**config.mk**
```make
export PLATFORM = sky130hd
export DESIGN_NAME = ddr3_fb_arbiter
export DESIGN_NICKNAME = d
export VERILOG_FILES = /design/src/rtl/ddr3_fb_pkg.sv /design/src/rtl/fb_addr_gen.sv /design/src/rtl/ddr3_fb_arbiter.sv
export SDC_FILE = /design/constraint.sdc
export NUM_CORES = 1
export LEC_CHECK = 0
export ABC_AREA = 1
export ABC_CLOCK_PERIOD_IN_PS = 5010
export BUFFER_PORTS_ARGS = -buffer_cell sky130_fd_sc_hd__buf_2
export CAP_MARGIN = 30
export CELL_PAD_IN_SITES_DETAIL_PLACEMENT = 0
export CELL_PAD_IN_SITES_GLOBAL_PLACEMENT = 1
export CORE_MARGIN = 3
export CORE_UTILIZATION = 23
export DETAILED_ROUTE_END_ITERATION = 12
export PLACE_DENSITY = 0.51
export SYNTH_ARGS = -nofsm -noshare
export SYNTH_HDL_FRONTEND = slang
export SYNTH_SLANG_ARGS = --single-unit
```
**constraint.sdc**
```tcl
create_clock -name clk -period 5.01 [get_ports clk]
set_input_delay 0.7515 -clock clk [delete_from_list [all_inputs] [get_ports clk]]
set_output_delay 0.7515 -clock clk [all_outputs]
set_load 0.02 [all_outputs]
```
**src/rtl/ddr3_fb_pkg.sv**
```systemverilog
// Shared types and sizes for the DDR3 frame-buffer command arbiter.
// Optional two-bank ping-pong is enabled with FB_PINGPONG_EN.
package ddr3_fb_pkg;

  localparam int ADDR_W = 28;
  localparam int LEN_W  = 8;
  localparam int CNT_W  = 11;

  typedef enum logic [1:0] {
    IDLE,
    CMD,
    WAIT
  } state_t;

  typedef enum logic {
    WR,
    RD
  } grant_t;

endpackage

```
**src/rtl/fb_addr_gen.sv**
```systemverilog
// Per-port burst address generator: wrap inside the frame window,
// deferred new-frame load while that port owns the outstanding burst.
module fb_addr_gen
  import ddr3_fb_pkg::*;
#(
  parameter int AW = ddr3_fb_pkg::ADDR_W - 1,
  parameter int LW = ddr3_fb_pkg::LEN_W
) (
  input  logic          clk,
  input  logic          rst,
  input  logic [AW-1:0] addr_min,
  input  logic [AW-1:0] addr_max,
  input  logic          load,
  input  logic          busy,
  input  logic          done,
  input  logic [LW-1:0] len,
  input  logic          load_bank,
  output logic [AW-1:0] addr,
  output logic          bank
);

  logic          pending;
  logic [AW:0]   sum;
  logic [AW-1:0] next_addr;

  assign sum = {1'b0, addr} + {{(AW + 1 - LW){1'b0}}, len};

  assign next_addr = (sum >= {1'b0, addr_max})
                   ? addr_min : sum[AW-1:0];

  always_ff @(posedge clk) begin
    if (rst) begin
      addr    <= addr_min;
      bank    <= 1'b0;
      pending <= 1'b0;
    end else if (done) begin
      pending <= 1'b0;
      if (pending || load) begin
        addr <= addr_min;
        bank <= load_bank;
      end else begin
        addr <= next_addr;
      end
    end else if (load) begin
      // a repeat load while pending is absorbed
      if (busy) begin
        pending <= 1'b1;
      end else begin
        addr <= addr_min;
        bank <= load_bank;
      end
    end
  end

endmodule

```
**src/rtl/ddr3_fb_arbiter.sv**
```systemverilog
// Round-robin DDR3 burst scheduler between camera write and LCD read.
// Define FB_PINGPONG_EN for two alternating frame banks (cmd_addr MSB).
module ddr3_fb_arbiter
  import ddr3_fb_pkg::*;
#(
  parameter int ADDR_W = ddr3_fb_pkg::ADDR_W,
  parameter int LEN_W  = ddr3_fb_pkg::LEN_W,
  parameter int CNT_W  = ddr3_fb_pkg::CNT_W
) (
  input  logic              clk,
  input  logic              rst,
  input  logic              init_done,
  input  logic              rd_enable,
  input  logic              wr_load,
  input  logic              rd_load,
  input  logic [LEN_W-1:0]  wr_burst_len,
  input  logic [LEN_W-1:0]  rd_burst_len,
  input  logic [ADDR_W-2:0] addr_min,
  input  logic [ADDR_W-2:0] addr_max,
  input  logic [CNT_W-1:0]  wfifo_level,
  input  logic [CNT_W-1:0]  rfifo_space,
  output logic              cmd_valid,
  input  logic              cmd_ready,
  output logic              cmd_wr,
  output logic [ADDR_W-1:0] cmd_addr,
  output logic [LEN_W-1:0]  cmd_len,
  input  logic              burst_done,
  output logic              wr_bank,
  output logic              rd_bank
);

  state_t            state;
  state_t            state_nx;
  grant_t            last_grant;
  logic              wr_req;
  logic              rd_req;
  logic              grant;
  logic              grant_wr;
  logic [ADDR_W-2:0] wr_addr;
  logic [ADDR_W-2:0] rd_addr;
  logic              wr_busy;
  logic              rd_busy;
  logic              wr_done;
  logic              rd_done;
  logic              wr_lb;
  logic              rd_lb;

  assign wr_req = wfifo_level >= CNT_W'(wr_burst_len);
  assign rd_req = rd_enable
               && (rfifo_space >= CNT_W'(rd_burst_len));

  always_comb begin
    state_nx = state;
    grant    = 1'b0;
    grant_wr = 1'b0;
    unique case (state)
      IDLE: begin
        if (init_done && (wr_req || rd_req)) begin
          grant    = 1'b1;
          grant_wr = wr_req
                  && (!rd_req || last_grant == RD);
          state_nx = CMD;
        end
      end
      CMD: begin
        if (cmd_ready) state_nx = WAIT;
      end
      WAIT: begin
        if (burst_done) state_nx = IDLE;
      end
      default: state_nx = IDLE;
    endcase
  end

  always_ff @(posedge clk) begin
    if (rst) state <= IDLE;
    else     state <= state_nx;
  end

  always_ff @(posedge clk) begin
    if (rst) begin
      last_grant <= RD;
      cmd_wr     <= 1'b0;
      cmd_addr   <= '0;
      cmd_len    <= '0;
    end else if (grant) begin
      last_grant <= grant_wr ? WR : RD;
      cmd_wr     <= grant_wr;
      cmd_addr   <= grant_wr ? {wr_bank, wr_addr}
                             : {rd_bank, rd_addr};
      cmd_len    <= grant_wr ? wr_burst_len
                             : rd_burst_len;
    end
  end

  assign cmd_valid = (state == CMD);

  // the grant cycle counts as busy so a load never races the latch
  assign wr_busy = ((state != IDLE) && cmd_wr)
                || (grant && grant_wr);
  assign rd_busy = ((state != IDLE) && !cmd_wr)
                || (grant && !grant_wr);
  assign wr_done = (state == WAIT) && burst_done && cmd_wr;
  assign rd_done = (state == WAIT) && burst_done && !cmd_wr;

`ifdef FB_PINGPONG_EN
  assign wr_lb = ~wr_bank;
  assign rd_lb = ~wr_bank;
`else
  assign wr_lb = 1'b0;
  assign rd_lb = 1'b0;
`endif

  fb_addr_gen #(
    .AW (ADDR_W - 1),
    .LW (LEN_W)
  ) u_wr_gen (
    .clk       (clk),
    .rst       (rst),
    .addr_min  (addr_min),
    .addr_max  (addr_max),
    .load      (wr_load),
    .busy      (wr_busy),
    .done      (wr_done),
    .len       (cmd_len),
    .load_bank (wr_lb),
    .addr      (wr_addr),
    .bank      (wr_bank)
  );

  fb_addr_gen #(
    .AW (ADDR_W - 1),
    .LW (LEN_W)
  ) u_rd_gen (
    .clk       (clk),
    .rst       (rst),
    .addr_min  (addr_min),
    .addr_max  (addr_max),
    .load      (rd_load),
    .busy      (rd_busy),
    .done      (rd_done),
    .len       (cmd_len),
    .load_bank (rd_lb),
    .addr      (rd_addr),
    .bank      (rd_bank)
  );

endmodule

```
# Word level (Yosys, flattened, before mapping)
# Index checks and enable logic that the tools add are counted.
dict set report totals {
  ff_bits 98
  inputBits 100
}
dict set report classes {
  addsub 2
  order_cmp 4
  eq_ne 11
  muxes 31
  n_reduce_logical 34
}
# op count
set ops {}
lappend ops {{$mux 27} 12}
lappend ops {{$add 27x8->28} 2}
lappend ops {{$ge 28x27->1} 2}
lappend ops {{$mux 28} 1}
lappend ops {{$ge 11x8->1} 2}
lappend ops {{$mux 1} 13}
lappend ops {{$logic_and 1x1->1} 10}
lappend ops {{$reduce_and 3->1} 3}
lappend ops {{$mux 8} 1}
lappend ops {{$ne 2x2->1 const B} 4}
lappend ops {{$reduce_and 2->1} 4}
lappend ops {{$logic_or 1x1->1} 6}
lappend ops {{$mux 2} 3}
lappend ops {{$ne 2x1->1 const B} 3}
lappend ops {{$pmux 2 s3} 1}
lappend ops {{$reduce_bool 2->1} 3}
lappend ops {{$reduce_bool 3->1} 2}
lappend ops {{$reduce_or 2->1} 2}
lappend ops {{$logic_not 1->1} 3}
lappend ops {{$ne 3x2->1 const B} 1}
lappend ops {{$ne 3x3->1 const B} 1}
lappend ops {{$eq 2x1->1 const B} 1}
lappend ops {{$eq 2x2->1 const B} 1}
lappend ops {{$logic_not 2->1} 1}

# Logic depth before layout (Yosys ltp)
# Gate-level depths: netlist of run 1.
dict set report depth {
  ltp_word 14
  depth_mapped 28
  depth_no_buf 27
}

# Hierarchy
# Synthesis of run 1 repeated with hierarchy kept, for this count alone.
dict set report hier_totals {
  cells_unflattened 1252
  area_unflattened_um2 8730.9
}
# module instances cells_per_inst area_per_inst_um2
set by_module_without_submodules {}
lappend by_module_without_submodules {fb_addr_gen 2 428 3071.7}
lappend by_module_without_submodules {ddr3_fb_arbiter 1 396 2587.5}

# Worst setup path after synthesis of run 1
# OpenSTA, ideal clock, no wires.
dict set report synth_timing {
  path_type {input port to flip-flop}
  start {input port rd_burst_len[6]}
  end {register u_rd_gen.addr[0] (enable)}
  setup_ps 449
  arrival_time_ps 3844
  required_ps 4561
  setup_slack_ps 717
  path_stages 13
  n_path_buf 0
  cell_sequence {inv_1 -> ha_1 -> nand2_1 -> nor2_1 -> nand2_1 -> nand2_1 -> a21oi_1 -> nand2_1 -> nand3_1 -> nand2_1 -> inv_1 -> o21bai_1 -> o21ai_0}
}
dict set report synth_via {
  elab_chain_cells 12
  word_cells_on_any_way 16
  cone_classes {order compare (1); eq/ne (1); mux (4); reduce/logical (10)}
}
# item line
set synth_rtl {}
lappend synth_rtl {{from (decl)} ddr3_fb_arbiter.sv:17} ;# input logic [LEN_W-1:0] rd_burst_len,
lappend synth_rtl {{$ge 11x8->1 *} ddr3_fb_arbiter.sv:50} ;# && (rfifo_space >= CNT_W'(rd_burst_len));
lappend synth_rtl {{$logic_and 1x1->1 *} ddr3_fb_arbiter.sv:50}
lappend synth_rtl {{$logic_not 1->1} ddr3_fb_arbiter.sv:61} ;# && (!rd_req || last_grant == RD);
lappend synth_rtl {{$logic_or 1x1->1} ddr3_fb_arbiter.sv:61}
lappend synth_rtl {{$logic_and 1x1->1} ddr3_fb_arbiter.sv:61}
lappend synth_rtl {{$mux 1} ddr3_fb_arbiter.sv:58} ;# if (init_done && (wr_req || rd_req)) begin
lappend synth_rtl {{$mux 1} ddr3_fb_arbiter.sv:56} ;# unique case (state)
lappend synth_rtl {{$logic_not 1->1} ddr3_fb_arbiter.sv:102} ;# || (grant && !grant_wr);
lappend synth_rtl {{$logic_and 1x1->1 *} ddr3_fb_arbiter.sv:102}
lappend synth_rtl {{$logic_or 1x1->1 *} ddr3_fb_arbiter.sv:102}
lappend synth_rtl {{$ne 3x2->1 (no source line) *} --}
lappend synth_rtl {{$reduce_and 2->1 (no source line) *} --}
lappend synth_rtl {{to (signal assigned)} fb_addr_gen.sv:39} ;# addr <= addr_min;
lappend synth_rtl {{to (signal assigned)} fb_addr_gen.sv:42} ;# addr <= next_addr;
lappend synth_rtl {{to (signal assigned)} fb_addr_gen.sv:49} ;# addr <= addr_min;
lappend synth_rtl {{to (decl)} fb_addr_gen.sv:18} ;# output logic [AW-1:0] addr,
# Mark *: on every way between the ends. The rest lies on a longest branch, timed or not.
# A chain may end at the register's enable or synchronous reset.

# Final worst setup path of run 1
dict set report layout_timing {
  start {register cmd_len[0]}
  end {register u_wr_gen.addr[20], data pin}
}
dict set report layout_via {
  elab_chain_cells 6
}
# item line
set layout_rtl {}
lappend layout_rtl {{from (decl)} ddr3_fb_arbiter.sv:26} ;# output logic [LEN_W-1:0] cmd_len,
lappend layout_rtl {{from (signal assigned)} ddr3_fb_arbiter.sv:91} ;# cmd_len <= grant_wr ? wr_burst_len
lappend layout_rtl {{$add 27x8->28 *} fb_addr_gen.sv:26} ;# assign sum = {1'b0, addr} + {{(AW + 1 - LW){1'b0}}, len};
lappend layout_rtl {{$ge 28x27->1} fb_addr_gen.sv:28} ;# assign next_addr = (sum >= {1'b0, addr_max})
lappend layout_rtl {{$mux 27 *} fb_addr_gen.sv:29} ;# ? addr_min : sum[AW-1:0];
lappend layout_rtl {{$mux 27 *} fb_addr_gen.sv:38} ;# if (pending || load) begin
lappend layout_rtl {{$mux 27 *} fb_addr_gen.sv:36} ;# end else if (done) begin
lappend layout_rtl {{$mux 27 *} fb_addr_gen.sv:32} ;# if (rst) begin
lappend layout_rtl {{to (signal assigned)} fb_addr_gen.sv:33} ;# addr <= addr_min;
lappend layout_rtl {{to (signal assigned)} fb_addr_gen.sv:39}
lappend layout_rtl {{to (signal assigned)} fb_addr_gen.sv:42}
lappend layout_rtl {{to (decl)} fb_addr_gen.sv:18}
# Marks and branches as above.

==> results of run 1 <==
==> path summary, 6_finish.rpt <==
kind	from	end	cells after the start
setup reg to reg	cmd_len[0]$_SDFFE_PP0P_	u_wr_gen.addr[20]$_DFFE_PP_	26
setup / recovery	cmd_len[0]$_SDFFE_PP0P_	u_wr_gen.addr[20]$_DFFE_PP_	26
hold reg to reg	u_wr_gen.pending$_SDFFE_PP0P_	u_wr_gen.pending$_SDFFE_PP0P_	2
hold / removal	u_wr_gen.pending$_SDFFE_PP0P_	u_wr_gen.pending$_SDFFE_PP0P_	2
==> cell families (layout without fill, tap and decap cells) <==
kind of cell,count (synthesis),count (layout),synth area share
xor+xnor,34,34,0.0353
other cells,1,3,0.000445
buf+inv,307,444,0.148
flops,95,95,0.290
simple gates,544,544,0.284
compound gates,170,170,0.110
fa+ha+maj,88,88,0.132
==> flip-flops by register name (all words and copies together) (netlist names) <==
| signal | cells |
|---|---|
| last_grant | 1 |
| state | 2 |
| cmd_addr | 27 |
| cmd_wr | 1 |
| u_wr_gen.addr | 27 |
| u_rd_gen.pending | 1 |
| cmd_len | 8 |
| u_rd_gen.addr | 27 |
| u_wr_gen.pending | 1 |
==> cell usage in the layout, fill, tap and decap left out, types with 32 or more instances in the layout <==
master / n
a21oi_1: 103
buf_2: 136
dfxtp_1: 41
edfxtp_1: 54
ha_1: 86
inv_1: 277
nand2_1: 369
nand3_1: 37
nand4_1: 32
nor2_1: 46
xor2_1: 33
==> stage by stage <==
stage | setup slack, ns | utilization
floorplan | 0.717 | -
global placement | 0.586 | 0.269
detailed placement | 0.508 | 0.269
CTS | 0.503 | 0.276
global route | 0.0261 | 0.276
finish | 0.590 | 0.276
==> worst max-delay path, delay by kind of cell (launching register included) <==
family | cells | cell delay (ns)
flops | 1 | 0.38
buf+inv | 4 | 0.43
simple gates | 15 | 1.77
fa+ha+maj | 3 | 0.84
compound gates | 3 | 0.50
xor+xnor | 1 | 0.23
==> where the power goes <==
part           internal [mW]  total, mW  switching [mW]
combinational          0.285      0.865           0.580
sequential             0.904      0.966          0.0623
clock                  0.350      0.669           0.319
==> metal layers <==
layer / up-vias / part of all wire / GRT usage
met5: - / 0 / 0
met4: 0 / 0.014 / 0.0343
li1: 4190 / - / -
met1: 3524 / 0.51 / 0.230
met3: 24 / 0.036 / 0.0160
met2: 161 / 0.44 / 0.253
==> area by class of cell <==
| class | count | area, sq um |
|---|---|---|
| Inverter | 278 | 1040 |
| Multi-Input combinational cell | 839 | 4760 |
| Sequential cell | 95 | 2440 |
| Tap cell | 461 | 577 |
| Timing Repair Buffer | 150 | 811 |
| Fill cell | 4011 | 25900 |
| Clock buffer | 14 | 254 |
| Clock inverter | 2 | 8.76 |
==> reports/results.tsv, run 1 <==
stage	metric	value	unit
timing	min Tclk post-route	4.42	ns
synthesis	Synth area leaders	edfxtp_1, nand2_1, ha_1	
synthesis	Synth Area per Inst	6.80	sq um
clock_tree	CTS root buf	clkbuf_16	
detailed_routing	Routed WL per cell	16.9	microns
placed_design	Detail Placement HPWL	26.4	mm
finish	layout cells sized above 1	0.146	
worst_setup_path	Slowest cell on crit path	fa_1	
timing	setup TNS	0	ns
global_routing	gr ovfl total	0	
floorplan	I/O pin total	140	
floorplan	Core Box Area	0.0358	sq mm
worst_setup_path	CP Class	flop to flop	
worst_setup_path	crit end category	flop	
placed_design	RePlAce Congestion	0.907	
synthesis	cell area after synthesis	0.00843	sq mm
synthesis	Seq cells post-synth	95	
detailed_routing	DRC Markers	0	
worst_hold_path	hold crit path type	flop to flop	
timing	worst slew pin tran	0.693	ns
global_routing	first-pass GRT wire length	46.5	mm
timing	FMAX	0.226	GHz
detailed_routing	WL final	31.1	mm
power_and_ir_drop	Power Density	253	mW/mm^2
power_and_ir_drop	maximum vdd ir drop	118	uV
timing	final worst path period share	0.882	
clock_tree	CTS buffer count	9	
detailed_routing	drt first pass iters	5	
power_and_ir_drop	total power	2.50	mW
floorplan	DIE HEIGHT	197	microns
outcome	status	completed	
synthesis	Post-synth EDFFs	54	
synthesis	post-synth top area cell	edfxtp_1	
timing	final setup vio count	0	
finish	Finished Layout Cells	1839	
clock_tree	CTS resizes	0	
timing	hold_ws	0.461	ns
detailed_routing	DR vias	7899	
timing	worst clock skew	0.0129	ns
synthesis	Yosys cell types	44	
worst_setup_path	crit-path max FO	26	
worst_setup_path	Crit path required time	5.12	ns
power_and_ir_drop	Leak Pwr	5.37	nW
flow_run	total of max-cap violations	0	
synthesis	top-count cell post-synth	nand2_1	
synthesis	share of the yosys chip area belonging to registers	0.290	
detailed_routing	remaining antenna violation count after routing	0	
clock_tree	post-CTS setup buffers	0	
global_routing	vias in the first global route	7808	
synthesis	Mapped Cells	1239	
finish	Diodes inserted	0	
clock_tree	clock sink count	95	
clock_tree	Clk Latency, worst-skew pair	0.36	ns
worst_setup_path	cell mode on critical path	nand2_1	
placed_design	dpl cells	1823	
synthesis	FFs w/ async S/R, synth	0	
worst_setup_path	Critical Path Source Type	flop	
detailed_routing	vias per cell	4.30	
clock_tree	CTS Buffer Depth	2	
worst_setup_path	R2R setup slack	0.59	ns
clock_tree	Hold-fix buffers, CTS	0	
worst_setup_path	WP data arrival	4.53	ns
synthesis	post-synth top area share	0.192	
placed_design	post-place instance area	0.00963	sq mm
floorplan	Initial Util	0.235	
finish	Post-Layout Inst Area	0.00989	sq mm
floorplan	Die Area	0.0390	sq mm
clock_tree	H-Tree Depth	3	
finish	Layout area overhead	17.4	%
timing	unrepaired setup endpoints after global routing	no	
placed_design	PortBufs	136	
global_routing	Total GRT Usage	0.158	
clock_tree	Worst-path clk slew	0.07	ns
timing	Pins Over Slew Limit	0	
clock_tree	CTS tree	done	
detailed_routing	initial DRC count	539	
worst_setup_path	CP max stage delay	0.40	ns
synthesis	Main synth FF type	edfxtp_1	
global_routing	initial antenna violation count	0	
finish	Net count, final	1561	
timing	Final Hold Vio Count	0	
timing	Slew HR	0.533	
synthesis	most instantiated cells after synthesis	nand2_1, inv_1, a21oi_1, ha_1, edfxtp_1	
floorplan	Die Wd	197	microns
global_routing	pin count of the biggest net entering global routing	38	
synthesis	Yosys Warn Count	0	
floorplan	# rows	69	
No activity file was read; power rests on OpenSTA's default activity.
==> run 2, diff against run 1 <==
PLACE_DENSITY = 0.5   (was 0.51)
SYNTH_HIERARCHICAL = 1   (was unset)
==> run 2 against run 1 <==
  * Flip-flop and latch count up 3
  * First-iteration DRC count shrank 6.3%
  * Clock skew increased by 0.0035 ns
  * Register-to-register slack barely moved
  * Design area increased by 3.6%
  * Sequential share of layout area is 0.26 points lower
  * Routed wire length up 8.6%
  * Total power increased by 3.5%
  * Combinational power down 6.0%
  * Critical endpoint is now u_wr_gen/addr[25]$_DFFE_PP_
  * Largest power group unchanged
==> reports/results.tsv, run 2 <==
stage	metric	value	unit	change
outcome	status	completed		unchanged
synthesis	FFs w/ async S/R, synth	0		unchanged
clock_tree	CTS resizes	0		unchanged
placed_design	PortBufs	139		was 136
synthesis	Synth Area per Inst	6.97	sq um	was 6.80 sq um
floorplan	I/O pin total	140		unchanged
finish	Diodes inserted	0		unchanged
timing	setup TNS	0	ns	unchanged
finish	max reg flops	28		
worst_setup_path	crit end category	flop		unchanged
timing	Pins Over Slew Limit	0		unchanged
floorplan	Die Area	0.0403	sq mm	was 0.0390 sq mm
worst_setup_path	Slowest cell on crit path	dfxtp_1		was fa_1
worst_setup_path	R2R setup slack	0.59	ns	about the same
clock_tree	post-CTS setup buffers	0		unchanged
floorplan	DIE HEIGHT	201	microns	was 197 microns
clock_tree	CTS buffer count	9		unchanged
synthesis	Seq cells post-synth	98		was 95
detailed_routing	DRC Markers	0		unchanged
worst_hold_path	hold crit path type	flop to flop		unchanged
worst_setup_path	Worst R2R End	u_wr_gen/addr[25]$_DFFE_PP_		was u_wr_gen.addr[20]$_DFFE_PP_
clock_tree	Hold-fix buffers, CTS	0		unchanged
clock_tree	Clk Latency, worst-skew pair	0.36	ns	about the same
synthesis	Yosys Warn Count	6		was 0
floorplan	Die Wd	201	microns	was 197 microns
power_and_ir_drop	Leak Pwr	5.35	nW	was 5.37 nW
power_and_ir_drop	Power Density	252	mW/mm^2	was 253 mW/mm^2
flow_run	total of max-cap violations	0		unchanged
detailed_routing	initial DRC count	505		was 539
detailed_routing	Routed WL per cell	17.9	microns	was 16.9 microns
power_and_ir_drop	Comb power frac	0.314		was 0.346
synthesis	Synth area leaders	edfxtp_1, nand2_1, ha_1		unchanged
power_and_ir_drop	fraction of power spent switching nets	0.366		was 0.384
synthesis	share of the yosys chip area belonging to registers	0.287		was 0.290
detailed_routing	WL final	33.7	mm	was 31.1 mm
global_routing	Total GRT Usage	0.166		was 0.158
power_and_ir_drop	total power	2.59	mW	was 2.50 mW
worst_setup_path	R2R cell count	21		was 26
finish	most frequent cells in the layout	nand2_1, inv_1, buf_2		unchanged
synthesis	most instantiated cells after synthesis	nand2_1, inv_1, nand3_1, ha_1, a21oi_1		was nand2_1, inv_1, a21oi_1, ha_1, edfxtp_1
finish	Layout area overhead	17.4	%	about the same
worst_setup_path	crit-path max FO	27		was 26
worst_setup_path	Critical Path Start	cmd_len[0]$_SDFFE_PP0N_		was cmd_len[0]$_SDFFE_PP0P_
finish	most common cell after layout, fill and taps aside	nand2_1		unchanged
clock_tree	H-Tree Depth	3		unchanged
placed_design	Detail Placement HPWL	27.3	mm	was 26.4 mm
clock_tree	CTS root buf	clkbuf_16		unchanged
finish	layout cells sized above 1	0.168		was 0.146
clock_tree	CTS tree	done		unchanged
worst_setup_path	CP max stage delay	0.47	ns	was 0.40 ns
worst_setup_path	Critical Path Source Type	flop		unchanged
finish	Regs by FF count	cmd_addr (28), u_rd_gen/addr (27), u_wr_gen/addr (27)		was cmd_addr (27), u_rd_gen.addr (27), u_wr_gen.addr (27)
global_routing	pin count of the biggest net entering global routing	52		was 38
synthesis	top-count cell post-synth	nand2_1		unchanged
power_and_ir_drop	clock power share	0.295		was 0.267
clock_tree	CTS Buffer Depth	2		unchanged
worst_setup_path	CP Class	flop to flop		unchanged
clock_tree	clock sink count	98		was 95
synthesis	post-synth top area share	0.186		was 0.192
timing	final worst path period share	0.882		about the same
power_and_ir_drop	internal power	1.64	mW	was 1.54 mW
synthesis	Yosys cell types	41		was 44
worst_setup_path	timing endpoint of the critical path	u_wr_gen/addr[25]$_DFFE_PP_		was u_wr_gen.addr[20]$_DFFE_PP_
global_routing	gr ovfl total	0		unchanged
power_and_ir_drop	Flop pwr share	0.391		was 0.386
detailed_routing	DR vias	8417		was 7899
timing	worst clock skew	0.0164	ns	was 0.0129 ns
floorplan	Core Box Area	0.0370	sq mm	was 0.0358 sq mm
detailed_routing	drt first pass iters	5		unchanged
worst_setup_path	Crit path required time	5.11	ns	was 5.12 ns
power_and_ir_drop	maximum vdd ir drop	137	uV	was 118 uV
synthesis	cell area after synthesis	0.00873	sq mm	was 0.00843 sq mm
global_routing	initial antenna violation count	0		unchanged
detailed_routing	remaining antenna violation count after routing	0		unchanged
timing	Slew HR	0.374		was 0.533
worst_setup_path	worst r2r src	cmd_len[0]$_SDFFE_PP0N_		was cmd_len[0]$_SDFFE_PP0P_
global_routing	first-pass GRT wire length	51.9	mm	was 46.5 mm
worst_setup_path	WP data arrival	4.52	ns	was 4.53 ns
power_and_ir_drop	Psw	948	uW	was 961 uW
synthesis	Post-synth EDFFs	54		unchanged
floorplan	# rows	70		was 69
synthesis	Main synth FF type	edfxtp_1		unchanged
timing	Final Hold Vio Count	0		unchanged
timing	final setup vio count	0		unchanged
synthesis	Mapped Cells	1252		was 1239
clock_tree	Worst-path clk slew	0.07	ns	about the same
timing	FMAX	0.226	GHz	about the same
worst_setup_path	CP Cell Sequence	ha_1 > inv_1 > fa_1 > o21ai_1 > nand2_1 > nand2_2 > nand3_1 > xnor2_1 > ha_1 > nand2_1 > a21oi_1 > nor2_1 > nand2_1 > a21oi_1 > nand2_1 > nand2_1 > nand2_1 > nand2_1 > nand3_4 > nand2_1 > nand2_1		
floorplan	Initial Util	0.236		was 0.235
detailed_routing	vias per cell	4.46		was 4.30
finish	most flop-heavy register	cmd_addr		
synthesis	post-synth top area cell	edfxtp_1		unchanged
timing	unrepaired setup endpoints after global routing	no		unchanged
global_routing	vias in the first global route	8385		was 7808
timing	worst slew pin tran	0.937	ns	was 0.693 ns
placed_design	RePlAce Congestion	0.825		was 0.907
finish	Net count, final	1568		was 1561
timing	min Tclk post-route	4.42	ns	about the same
worst_setup_path	cell mode on critical path	nand2_1		unchanged
## run 2: cell types whose count changed in the layout (fill, tap and decap cells not counted), moves of 15 or more
cell,delta
nand3_1,+54
a21oi_1,-33
o21ai_1,-27
nand4_1,+34
nor2_1,+23
nand2_2,+35
nor3_1,-15
inv_1,-71
## run 2: metrics by stage
step	utilization	setup slack (ns)	instance area (sq um)	cells	hold WS, ns
floorplan	-	1.48	8730	1253	0.464
global placement	0.268	0.522	9920	1873	0.452
detailed placement	0.268	0.533	9920	1873	0.459
CTS	0.277	0.505	10200	1889	0.471
global route	0.277	0.229	10200	1889	0.487
finish	0.277	0.593	10200	1889	0.466
## run 2: cell families after synthesis
family	after synthesis	share of synthesized area
and+or+nand+nor	685	0.367
buffers and inverters	243	0.117
AOI/OAI and AO/OA	99	0.0629
DFF	98	0.287
adders and majority gates	88	0.128
xor gates and xnor gates	38	0.0381
other	1	0.000430
## run 2: layout make-up
class	count	area [sq um]
clock buffers	16	324
fillers	4227	26800
well taps	504	631
flip-flops and latches	98	2500
repair buffers	150	778
multi-input cells	912	5230
inverters	209	785
## run 2: how the worst min path moves through the flow
| stage | cells after the start | end | slack, ns | startpoint |
|---|---|---|---|---|
| 6_report | 2 | cmd_addr[11]$_SDFFE_PP0N_ | 0.47 | cmd_addr[11]$_SDFFE_PP0N_ |
| 5_1_grt | 2 | cmd_addr[7]$_SDFFE_PP0N_ | 0.49 | cmd_addr[7]$_SDFFE_PP0N_ |
| 4_1_cts | 2 | cmd_addr[7]$_SDFFE_PP0N_ | 0.47 | cmd_addr[7]$_SDFFE_PP0N_ |
| 3_5_place_dp | 2 | cmd_addr[7]$_SDFFE_PP0N_ | 0.46 | cmd_addr[7]$_SDFFE_PP0N_ |
| 3_3_place_gp | 2 | cmd_addr[7]$_SDFFE_PP0N_ | 0.45 | cmd_addr[7]$_SDFFE_PP0N_ |
| 2_1_floorplan | 2 | u_rd_gen/pending$_SDFFE_PP0P_ | 0.46 | u_rd_gen/pending$_SDFFE_PP0P_ |
## run 2: worst max-delay path, delay by kind of cell (launching register included)
family | cells | cell delay [ns]
simple gates | 13 | 1.71
fa+ha+maj | 3 | 0.98
compound gates | 3 | 0.50
flops | 1 | 0.47
xor+xnor | 1 | 0.43
buf+inv | 1 | 0.06
## run 2: power groups by stage
stage	Clock [mW]	Sequential, mW	Combinational [mW]
after detailed placement	0	1.03	0.822
after global routing	0.824	1.02	0.925
after CTS	0.795	1.01	0.827
final	0.764	1.01	0.813
after global placement	0	1.03	0.821
after floorplan	0	1.02	0.506
## run 2: per-layer routing
metal	vias to the layer above	global-route usage	part of all wire
li1	4290	-	-
met1	3929	0.242	0.51
met2	183	0.264	0.44
met3	15	0.0211	0.041
met4	0	0.0291	0.0088
met5	-	0	0
==> run 3, diff against run 2 <==
ABC_CLOCK_PERIOD_IN_PS = 3700   (was 5010)
PLACE_DENSITY = 0.52   (was 0.5)
clock period = 3.7 ns   (was 5.01 ns; I/O delays follow)
==> run 3 against run 2 <==
  * The flow now finishes with violations (setup timing)
  * Routed wire length increased by 1.0%
  * Sequential power rose by 34%
  * Worst hold slack got worse by 0.0022 ns
  * Setup slack lost 0.66 ns
  * Register-to-register slack worse by 0.66 ns
  * Via count grew 4.9%
  * Largest cell class unchanged
  * Core utilization is 4.2 points higher
  * Critical path type unchanged
==> reports/results.tsv, run 3 (same netlist as run 2, synthesis figures left out) <==
stage	metric	value	unit	change
flow_run	total of max-cap violations	0		unchanged
timing	unrepaired setup endpoints after global routing	yes		was no
timing	min Tclk post-route	3.77	ns	was 4.42 ns
clock_tree	CTS Buffer Depth	2		unchanged
global_routing	initial antenna violation count	0		unchanged
detailed_routing	DRC Markers	0		unchanged
worst_setup_path	CP Class	flop to flop		unchanged
floorplan	# rows	70		unchanged
power_and_ir_drop	Psw	1.38	mW	was 948 uW
timing	worst clock skew	0.0100	ns	was 0.0164 ns
floorplan	Die Wd	201	microns	unchanged
floorplan	Die Area	0.0403	sq mm	unchanged
power_and_ir_drop	Power Density	313	mW/mm^2	was 252 mW/mm^2
detailed_routing	initial DRC count	477		was 505
outcome	failing checks	setup timing		
detailed_routing	drt first pass iters	5		unchanged
timing	Final Hold Vio Count	0		unchanged
timing	Final WS setup	-0.0677	ns	was 0.593 ns
finish	most common cell after layout, fill and taps aside	nand2_1		unchanged
global_routing	met1 usage	0.234		was 0.242
worst_setup_path	Crit path required time	3.82	ns	was 5.11 ns
outcome	status	complete, but fails checks		was completed
finish	layout cells sized above 1	0.300		was 0.168
finish	Regs by FF count	cmd_addr (28), u_rd_gen/addr (27), u_wr_gen/addr (27)		unchanged
timing	final setup vio count	27		was 0
finish	most frequent cells in the layout	nand2_1, inv_1, buf_2		unchanged
global_routing	vias in the first global route	8810		was 8385
power_and_ir_drop	maximum vdd ir drop	162	uV	was 137 uV
power_and_ir_drop	Flop pwr share	0.367		was 0.391
global_routing	pin count of the biggest net entering global routing	52		unchanged
global_routing	Total GRT Usage	0.164		was 0.166
global_routing	Top Usage Layer GRT	met2		unchanged
clock_tree	CTS tree	done		unchanged
worst_setup_path	CP Cell Sequence	ha_1 > nand2_2 > inv_1 > a21oi_1 > nand2_2 > buf_4 > xor2_1 > buf_4 > ha_1 > a21o_1 > o21ai_0 > nand3_2 > nand2_1 > nand2_1 > nand2_1 > nand2_2 > nand2_4 > nand3_4 > buf_4 > nand2_1 > nand2_1		was ha_1 > inv_1 > fa_1 > o21ai_1 > nand2_1 > nand2_2 > nand3_1 > xnor2_1 > ha_1 > nand2_1 > a21oi_1 > nor2_1 > nand2_1 > a21oi_1 > nand2_1 > nand2_1 > nand2_1 > nand2_1 > nand3_4 > nand2_1 > nand2_1
finish	max reg flops	28		unchanged
detailed_routing	DR vias	8829		was 8417
detailed_routing	remaining antenna violation count after routing	0		unchanged
floorplan	I/O pin total	140		unchanged
detailed_routing	Routed WL per cell	17.0	microns	was 17.9 microns
placed_design	post-place instance area	0.0107	sq mm	was 0.00992 sq mm
power_and_ir_drop	fraction of power spent switching nets	0.374		was 0.366
timing	hold_ws	0.464	ns	was 0.466 ns
power_and_ir_drop	Comb power frac	0.383		was 0.314
floorplan	Core Box Area	0.0370	sq mm	unchanged
placed_design	Detail Placement HPWL	27.5	mm	was 27.3 mm
clock_tree	CTS buffer count	9		unchanged
worst_hold_path	hold crit path type	flop to flop		unchanged
detailed_routing	vias per cell	4.39		was 4.46
timing	final worst path period share	1.02		was 0.882
global_routing	met3 Use GR	0.0240		was 0.0211
floorplan	Initial Util	0.236		unchanged
power_and_ir_drop	Leak Pwr	6.05	nW	was 5.35 nW
power_and_ir_drop	internal power	2.31	mW	was 1.64 mW
global_routing	gr ovfl total	0		unchanged
clock_tree	CTS root buf	clkbuf_16		unchanged
timing	setup TNS	-1.16	ns	was 0 ns
worst_setup_path	CP max stage delay	0.42	ns	was 0.47 ns
worst_setup_path	WP data arrival	3.89	ns	was 4.52 ns
placed_design	RePlAce Congestion	0.839		was 0.825
worst_setup_path	crit-path max FO	6		was 27
timing	FMAX	0.265	GHz	was 0.226 GHz
global_routing	first-pass GRT wire length	51.5	mm	was 51.9 mm
timing	worst slew pin tran	0.901	ns	was 0.937 ns
worst_setup_path	cell mode on critical path	nand2_1		unchanged
worst_setup_path	crit end category	flop		unchanged
detailed_routing	WL final	34.1	mm	was 33.7 mm
worst_setup_path	Critical Path Source Type	flop		unchanged
finish	most flop-heavy register	cmd_addr		unchanged
global_routing	M2 GR Usage	0.259		was 0.264
finish	Diodes inserted	0		unchanged
clock_tree	H-Tree Depth	3		unchanged
finish	Net count, final	1688		was 1568
clock_tree	Clk Latency, worst-skew pair	0.36	ns	about the same
timing	Slew HR	0.399		was 0.374
power_and_ir_drop	clock power share	0.249		was 0.295
worst_setup_path	Slowest cell on crit path	edfxtp_1		was dfxtp_1
finish	Layout area overhead	35.1	%	was 17.4%
timing	Pins Over Slew Limit	0		unchanged
clock_tree	Worst-path clk slew	0.07	ns	about the same
placed_design	PortBufs	139		unchanged
clock_tree	clock sink count	98		unchanged
finish	Post-Layout Inst Area	0.0118	sq mm	was 0.0102 sq mm
floorplan	DIE HEIGHT	201	microns	unchanged
finish	Fill cells	4078		was 4227
run 3: cell count changes in the layout (fill, tap and decap cells not counted), moves of 11 or more:
cell,delta
buf_4,+106
nor2_1,-11
a21oi_2,+11
nand2_2,+25
ha_1,-13
nand2_1,-34
ha_4,+12
a21oi_1,-11
run 3: metal layers:
metal  share of wire  up-vias
li1                -     4539
met1            0.49     4063
met2            0.45      199
met3           0.041       28
met4           0.018        0
met5               0        -
run 3: area by class of cell:
class / instances / area [sq um] / share of cell area
clock buffers: 12 / 246 / 0.0209
clock inverters: 4 / 27.5 / 0.00233
inverters: 209 / 785 / 0.0665
multi-input cells: 912 / 5780 / 0.490
flip-flops and latches: 98 / 2520 / 0.213
well taps: 504 / 631 / 0.0534
repair buffers: 270 / 1810 / 0.154
run 3: final timing paths:
path	start	endpoint	slack, ns	cells past startpoint
worst min-delay path	cmd_addr[25]$_SDFFE_PP0N_	cmd_addr[25]$_SDFFE_PP0N_	0.46	2
worst min register to register	cmd_addr[25]$_SDFFE_PP0N_	cmd_addr[25]$_SDFFE_PP0N_	0.46	2
worst max-delay path	u_wr_gen/addr[5]$_DFFE_PP_	u_wr_gen/addr[24]$_DFFE_PP_	-0.07	21
worst max register to register	u_wr_gen/addr[5]$_DFFE_PP_	u_wr_gen/addr[24]$_DFFE_PP_	-0.07	21
run 3: power by group through the flow:
stage / Clock (mW) / Sequential, mW / Combinational [mW]
final: 0.920 / 1.35 / 1.41
after global routing: 0.989 / 1.37 / 1.58
after CTS: 0.956 / 1.35 / 1.32
after detailed placement: 0 / 1.37 / 1.29
after global placement: 0 / 1.37 / 1.28
after floorplan: 0 / 1.39 / 0.685
run 3: through the flow:
step / power, mW / worst slack (ns) / cells / util
after floorplan: 2.07 / 0.167 / 1253 / -
after global routing: 3.94 / -0.270 / 2009 / 0.318
after global placement: 2.66 / -0.241 / 1977 / 0.290
after detailed placement: 2.66 / -0.237 / 1977 / 0.290
final: 3.69 / -0.0677 / 2009 / 0.318
after CTS: 3.62 / 0.00684 / 1993 / 0.300
run 3: repair_timing:
item,CTS,global route
pin swaps,4,46
setup endpoints to repair,54,54
gates cloned,0,5
setup buffers,0,12
hold buffers,0,0
resized for setup,21,116
run 3: critical path: cells and delay by family, from the launching register on:
kind            cells  cell delay, ns
buf+inv             4            0.60
compound gates      3            0.57
xor+xnor            1            0.15
fa+ha+maj           2            0.68
flops               1            0.42
simple gates       11            1.08
